===== src/rtl/raster_tile_sched.sv =====
// Tile scheduler: walks a triangle's bounding box in TxT tiles in raster order,
// carrying the edge values per tile and optionally dropping tiles outside any edge.
module raster_tile_sched #(
   parameter int TILE_LOG2 = 4,
   parameter bit CULL_EN   = 1'b1
) (
   input  logic               clock_i,
   input  logic               reset_i,
   input  logic [23:0]        area_i,
   input  logic signed [16:0] dl_w0_col_i,
   input  logic signed [16:0] dl_w1_col_i,
   input  logic signed [16:0] dl_w2_col_i,
   input  logic signed [16:0] dl_w0_row_i,
   input  logic signed [16:0] dl_w1_row_i,
   input  logic signed [16:0] dl_w2_row_i,
   input  logic signed [24:0] w0_row_i,
   input  logic signed [24:0] w1_row_i,
   input  logic signed [24:0] w2_row_i,
   input  logic [11:0]        x_min_i,
   input  logic [11:0]        y_min_i,
   input  logic [11:0]        x_max_i,
   input  logic [11:0]        y_max_i,
   input  logic               valid_i,
   output logic               busy_o,
   output logic [11:0]        x_min_o,
   output logic [11:0]        y_min_o,
   output logic [11:0]        x_max_o,
   output logic [11:0]        y_max_o,
   output logic signed [24:0] w0_row_o,
   output logic signed [24:0] w1_row_o,
   output logic signed [24:0] w2_row_o,
   output logic signed [16:0] dl_w0_col_o,
   output logic signed [16:0] dl_w1_col_o,
   output logic signed [16:0] dl_w2_col_o,
   output logic signed [16:0] dl_w0_row_o,
   output logic signed [16:0] dl_w1_row_o,
   output logic signed [16:0] dl_w2_row_o,
   output logic [23:0]        area_o,
   output logic               valid_o,
   input  logic               busy_i,
   output logic [15:0]        tiles_emitted_o,
   output logic [15:0]        tiles_culled_o
);

   localparam logic [12:0] TSZ    = 13'd1 << TILE_LOG2;
   localparam logic [0:0]  S_IDLE = 1'b0;
   localparam logic [0:0]  S_WALK = 1'b1;

   logic [0:0]       state_q, state_d;
   logic             degen_q, degen_d;
   logic [11:0]      tx_q, tx_d, ty_q, ty_d;
   logic [11:0]      x_min_q, x_min_d, x_max_q, x_max_d, y_max_q, y_max_d;
   logic [2:0][24:0] w_tile_q, w_tile_d, w_rs_q, w_rs_d;
   logic [2:0][16:0] dl_col_q, dl_col_d, dl_row_q, dl_row_d;
   logic [23:0]      area_q, area_d;
   logic [15:0]      emit_q, emit_d, cull_q, cull_d;

   logic [2:0][24:0] dc_s, dr_s, span_c_s, span_r_s, c10_s, c01_s, c11_s;
   logic [2:0]       out_s;
   logic [12:0]      x_end_s, y_end_s;
   logic             last_col_s, last_row_s, walking_s, culled_s, transfer_s, advance_s;

   // Corner evaluation for the trivial-reject test and tile-end arithmetic
   always_comb begin
      for (int k = 0; k < 3; k++) begin
         dc_s[k]     = {{8{dl_col_q[k][16]}}, dl_col_q[k]};
         dr_s[k]     = {{8{dl_row_q[k][16]}}, dl_row_q[k]};
         span_c_s[k] = (dc_s[k] << TILE_LOG2) - dc_s[k];
         span_r_s[k] = (dr_s[k] << TILE_LOG2) - dr_s[k];
         c10_s[k]    = w_tile_q[k] + span_c_s[k];
         c01_s[k]    = w_tile_q[k] + span_r_s[k];
         c11_s[k]    = w_tile_q[k] + span_c_s[k] + span_r_s[k];
         out_s[k]    = w_tile_q[k][24] & c10_s[k][24] & c01_s[k][24] & c11_s[k][24];
      end
      x_end_s    = {1'b0, tx_q} + TSZ - 13'd1;
      y_end_s    = {1'b0, ty_q} + TSZ - 13'd1;
      last_col_s = x_end_s >= {1'b0, x_max_q};
      last_row_s = y_end_s >= {1'b0, y_max_q};
      walking_s  = (state_q == S_WALK) && !degen_q;
      culled_s   = CULL_EN && walking_s && (|out_s);
      valid_o    = walking_s && !culled_s;
      transfer_s = valid_o && !busy_i;
      advance_s  = culled_s || transfer_s;
   end

   // Triangle latch, cursor stepping and edge accumulation
   always_comb begin
      state_d  = state_q;
      degen_d  = degen_q;
      tx_d     = tx_q;
      ty_d     = ty_q;
      x_min_d  = x_min_q;
      x_max_d  = x_max_q;
      y_max_d  = y_max_q;
      w_tile_d = w_tile_q;
      w_rs_d   = w_rs_q;
      dl_col_d = dl_col_q;
      dl_row_d = dl_row_q;
      area_d   = area_q;
      case (state_q)
         S_IDLE: begin
            if (valid_i) begin
               state_d  = S_WALK;
               degen_d  = (x_min_i > x_max_i) || (y_min_i > y_max_i);
               tx_d     = x_min_i;
               ty_d     = y_min_i;
               x_min_d  = x_min_i;
               x_max_d  = x_max_i;
               y_max_d  = y_max_i;
               w_tile_d = {w2_row_i, w1_row_i, w0_row_i};
               w_rs_d   = {w2_row_i, w1_row_i, w0_row_i};
               dl_col_d = {dl_w2_col_i, dl_w1_col_i, dl_w0_col_i};
               dl_row_d = {dl_w2_row_i, dl_w1_row_i, dl_w0_row_i};
               area_d   = area_i;
            end else begin
               state_d = S_IDLE;
            end
         end
         S_WALK: begin
            if (degen_q) begin
               state_d = S_IDLE;
            end else if (advance_s) begin
               if (last_col_s && last_row_s) begin
                  state_d = S_IDLE;
               end else if (last_col_s) begin
                  tx_d = x_min_q;
                  ty_d = ty_q + TSZ[11:0];
                  for (int k = 0; k < 3; k++) begin
                     w_rs_d[k]   = w_rs_q[k] + (dr_s[k] << TILE_LOG2);
                     w_tile_d[k] = w_rs_q[k] + (dr_s[k] << TILE_LOG2);
                  end
               end else begin
                  tx_d = tx_q + TSZ[11:0];
                  for (int k = 0; k < 3; k++) begin
                     w_tile_d[k] = w_tile_q[k] + (dc_s[k] << TILE_LOG2);
                  end
               end
            end else begin
               state_d = S_WALK;
            end
         end
         default: begin
            state_d = S_IDLE;
         end
      endcase
   end

   // Saturating statistics counters
   always_comb begin
      if (transfer_s && (emit_q != 16'hFFFF)) begin
         emit_d = emit_q + 16'd1;
      end else begin
         emit_d = emit_q;
      end
      if (culled_s && (cull_q != 16'hFFFF)) begin
         cull_d = cull_q + 16'd1;
      end else begin
         cull_d = cull_q;
      end
   end

   // State registers
   always_ff @(posedge clock_i or posedge reset_i) begin
      if (reset_i) begin
         state_q  <= S_IDLE;
         degen_q  <= 1'b0;
         tx_q     <= 12'd0;
         ty_q     <= 12'd0;
         x_min_q  <= 12'd0;
         x_max_q  <= 12'd0;
         y_max_q  <= 12'd0;
         w_tile_q <= '0;
         w_rs_q   <= '0;
         dl_col_q <= '0;
         dl_row_q <= '0;
         area_q   <= 24'd0;
         emit_q   <= 16'd0;
         cull_q   <= 16'd0;
      end else begin
         state_q  <= state_d;
         degen_q  <= degen_d;
         tx_q     <= tx_d;
         ty_q     <= ty_d;
         x_min_q  <= x_min_d;
         x_max_q  <= x_max_d;
         y_max_q  <= y_max_d;
         w_tile_q <= w_tile_d;
         w_rs_q   <= w_rs_d;
         dl_col_q <= dl_col_d;
         dl_row_q <= dl_row_d;
         area_q   <= area_d;
         emit_q   <= emit_d;
         cull_q   <= cull_d;
      end
   end

   assign busy_o          = (state_q != S_IDLE);
   assign x_min_o         = tx_q;
   assign y_min_o         = ty_q;
   assign x_max_o         = last_col_s ? x_max_q : x_end_s[11:0];
   assign y_max_o         = last_row_s ? y_max_q : y_end_s[11:0];
   assign w0_row_o        = w_tile_q[0];
   assign w1_row_o        = w_tile_q[1];
   assign w2_row_o        = w_tile_q[2];
   assign dl_w0_col_o     = dl_col_q[0];
   assign dl_w1_col_o     = dl_col_q[1];
   assign dl_w2_col_o     = dl_col_q[2];
   assign dl_w0_row_o     = dl_row_q[0];
   assign dl_w1_row_o     = dl_row_q[1];
   assign dl_w2_row_o     = dl_row_q[2];
   assign area_o          = area_q;
   assign tiles_emitted_o = emit_q;
   assign tiles_culled_o  = cull_q;

endmodule


===== config.mk =====
export PLATFORM = sky130hd
export DESIGN_NAME = raster_tile_sched
export DESIGN_NICKNAME = d
export VERILOG_FILES = /design/src/rtl/raster_tile_sched.sv
export SDC_FILE = /design/constraint.sdc
export NUM_CORES = 2
export LEC_CHECK = 0
export BUFFER_PORTS_ARGS = -buffer_cell sky130_fd_sc_hd__buf_4
export CAP_MARGIN = 5
export CORE_ASPECT_RATIO = 1.2
export CORE_MARGIN = 2
export CORE_UTILIZATION = 30
export CTS_BUF_LIST = sky130_fd_sc_hd__clkbuf_4 sky130_fd_sc_hd__clkbuf_8
export DETAILED_ROUTE_END_ITERATION = 8
export GPL_TIMING_DRIVEN = 0
export PLACE_DENSITY_LB_ADDON = 0.05
export SETUP_SLACK_MARGIN = 0.3
export SLEW_MARGIN = 20
export SYNTH_ARGS = -nofsm -noshare
export SYNTH_HDL_FRONTEND = slang
export SYNTH_SLANG_ARGS = --single-unit

===== constraint.sdc =====
create_clock -name clock_i -period 29.3 [get_ports clock_i]
set_clock_uncertainty 0.2 [all_clocks]
set_input_delay 5.86 -clock clock_i [delete_from_list [all_inputs] [get_ports clock_i]]
set_output_delay 5.86 -clock clock_i [all_outputs]
set_load 0.02 [all_outputs]

==> summary.txt <==
CTS
  • Clk slew on worst S/H paths: 60 ps
  • Post-CTS Resized: 0
  • Sink Count: 370
  • H-Tree Depth: 3
  • Setup bufs post-CTS: 0
  • CTS buffer count: 80
  • Hold Buf Count CTS: 0
  • TritonCTS clock tree: done
  • CTS max path bufs: 3
  • Clk_lat worst skew: 790 ps
  • Root Buffer: clkbuf_8

Die
  • Die H: 377 um
  • Die area: 119000 um2
  • Core area: 115000 um2
  • Initial Utilization: 30.3%
  • # IOs: 536
  • Rows: 136
  • Die Wd: 315 um

Logic synthesis
  • Register area share after synthesis: 26.6%
  • Mapped Nets: 4944
  • Flops & latches, synth: 370
  • Count leader, synth: nand2_1
  • Synth warnings: 0
  • Dominant synthesized flop cell: dfrtp_1
  • Mapped Cells: 4186
  • Mapped Avg Cell Area: 8.31 um2
  • Largest family of logic cells by synthesized area: compound AO/OA/AOI/OAI gates
  • Synth Area in Simple Gates: 16.8%
  • EDFF count, synth: 0
  • Top post-synthesis cells by count: nand2_1, ha_1, dfrtp_1
  • Synth top area share: 26.6%
  • Synth unique cells: 87
  • Mux contribution to synthesized area: 4.39%
  • Asr flop ratio synth: 100%
  • Synth area leader: dfrtp_1
  • Area contributors post-synth: dfrtp_1, ha_1, xnor2_1
  • Synth Area in XOR/XNOR: 7.80%
  • Adder and majority gate portion of the synthesized area: 18.4%
  • Cell Area, Synth: 34800 um2
  • Synth Area in Compound Gates: 21.7%

Route
  • Vias/cell: 5.30
  • Drt drc: 0
  • WL per Instance: 25.2 um
  • Initial DRC Count: 2136
  • Via Count: 33866
  • DRT Pass-1 Iters: 5
  • Post-route ant nets: 0
  • Total Wirelength: 161000 um

Run status
  • Status: finished clean

Placement
  • RD Place Congestion: 0.904
  • Placement-stage cell area: 40900 um2
  • PortBufs: 535
  • Placed Cells: 6244
  • DP HPWL: 127000 um

Timing
  • Worst-margin pin slew: 1170 ps
  • TNS Setup: 0 ps
  • Fmax achieved: 65.1 MHz
  • Final Critical Period: 15370 ps
  • Count of final setup violators: 0
  • Final hold viol count: 0
  • Final Cycle Share: 52.5%
  • Slew HR: 22.0%
  • RSZ-0062 raised after global routing: no
  • Slew Viols, Final: 0

Final layout
  • Non-Filler Instances: 6389
  • Final Cell Area: 42600 um2
  • Final #Nets: 5566
  • Post-Route Utilization: 37.1%
  • Area Overhead vs Synth: 22.5%
  • Ratio of cells with drive above 1 in the final layout: 16.5%

Global route
  • Gr usage total: 26.6%
  • Number of global-route vias before repair: 33831
  • Largest net degree at the start of global routing: 85
  • First-pass GRT wire length: 230000 um
  • Initial antenna violation count: 19
  • Grt total ovfl: 0

Setup path
  • Req. time, crit path: 23240 ps
  • CP Class: reg2out
  • Slowest CP cell: nand3_1
  • Crit-path most repeated cell: o21ai_0
  • CP peak stage delay: 610 ps
  • CP Capture Type: output pin
  • CP Max Fanout: 10
  • Critical path arrival: 9310 ps
  • Setup crit start kind: flop

Hold path
  • Hold Crit Class: reg2reg

Job
  • Max Cap Viol: 0
-- registers in the layout, indices dropped and copies added, names as in the netlist, 16 cells and up --
name and cells:
area_o 24, dl_w0_col_o 17, dl_w0_row_o 17, dl_w1_col_o 17
dl_w1_row_o 17, dl_w2_col_o 17, dl_w2_row_o 17, tiles_culled_o 16
tiles_emitted_o 16, w0_row_o 25, w1_row_o 25, w2_row_o 25
w_rs_q 75
-- per-stage QoR --
stage                     worst slack [ps]  hold slack [ps]
after CTS                            13830              276
after detailed placement             14730              258
final                                13930              273
after floorplan                      12970              237
after global routing                 12980              292
after global placement                6090              258
-- cell type report --
| type | count | area, um2 |
|---|---|---|
| Fill cell | 12248 | 72300 |
| Clock inverter | 18 | 190 |
| Antenna cell | 8 | 20.0 |
| Sequential cell | 370 | 9260 |
| Buffer | 136 | 646 |
| Tap cell | 1518 | 1900 |
| Clock buffer | 119 | 1510 |
| Timing Repair Buffer | 540 | 4150 |
| Inverter | 242 | 916 |
| Multi-Input combinational cell | 3438 | 24000 |
-- layout by cell type (no fill, tap or decap), types with 16 or more instances in the layout --
cell / instances
buf_4: 538
nand2_1: 500
ha_1: 496
dfrtp_1: 370
a21oi_1: 349
o21ai_0: 318
nor2_1: 274
inv_1: 240
xnor2_1: 218
nor3_1: 131
a21o_1: 126
nand3_1: 110
clkbuf_8: 98
xor2_1: 92
clkbuf_1: 81
mux2_1: 64
nand4_1: 57
a31oi_1: 55
o21a_1: 54
nand2b_1: 47
mux2_2: 45
a211oi_1: 42
nor2b_1: 41
o21bai_1: 41
and3_1: 34
mux2i_1: 30
o211ai_1: 25
clkbuf_2: 21
clkbuf_4: 21
a21boi_0: 20
o22ai_1: 19
a31o_2: 16
-- metal layers --
metal	vias to the layer above	GRT usage (%)	part of all wire (%)
met5	-	0	0.050
met4	12	8.83	3.1
met3	203	3.92	4.9
met2	884	46.7	49
met1	16384	33.0	43
li1	16383	-	-
-- path summary, 6_finish.rpt --
kind | start | endpoint | slack, ps | cells past startpoint
setup / recovery | dl_w2_col_o[1] | valid_o | 13930 | 34
hold / removal | x_min_q[4] | x_min_q[4] | 270 | 2
setup reg to reg | dl_w2_col_o[1] | w0_row_o[1] | 19790 | 35
hold reg to reg | x_min_q[4] | x_min_q[4] | 270 | 2
max in group asynchronous | reset_i | dl_w1_col_o[13] | 22170 | 5
min in group asynchronous | reset_i | area_o[2] | 4910 | 2
-- cells by family (layout without fill, tap and decap cells) --
logic type | count (synthesis) | in the layout
buffers and inverters | 378 | 1055
AND/OR/NAND/NOR | 1279 | 1279
XOR/XNOR | 310 | 310
flip-flops | 370 | 370
multiplexers | 139 | 139
AO/OA/AOI/OAI | 1205 | 1205
other | 0 | 8
adder cells (fa/ha/maj) | 505 | 505
-- critical path, delay by kind of cell, from the launching register on --
family	cells	cell delay, ps
DFF	1	510
and+or+nand+nor	7	2030
xor gates and xnor gates	2	240
adders and majority gates	3	790
AOI/OAI and AO/OA	17	3990
buffers and inverters	4	830
muxes	1	160
Power is not shown: default switching activity piles up to over one toggle a cycle in this logic, so the estimate is an artifact.
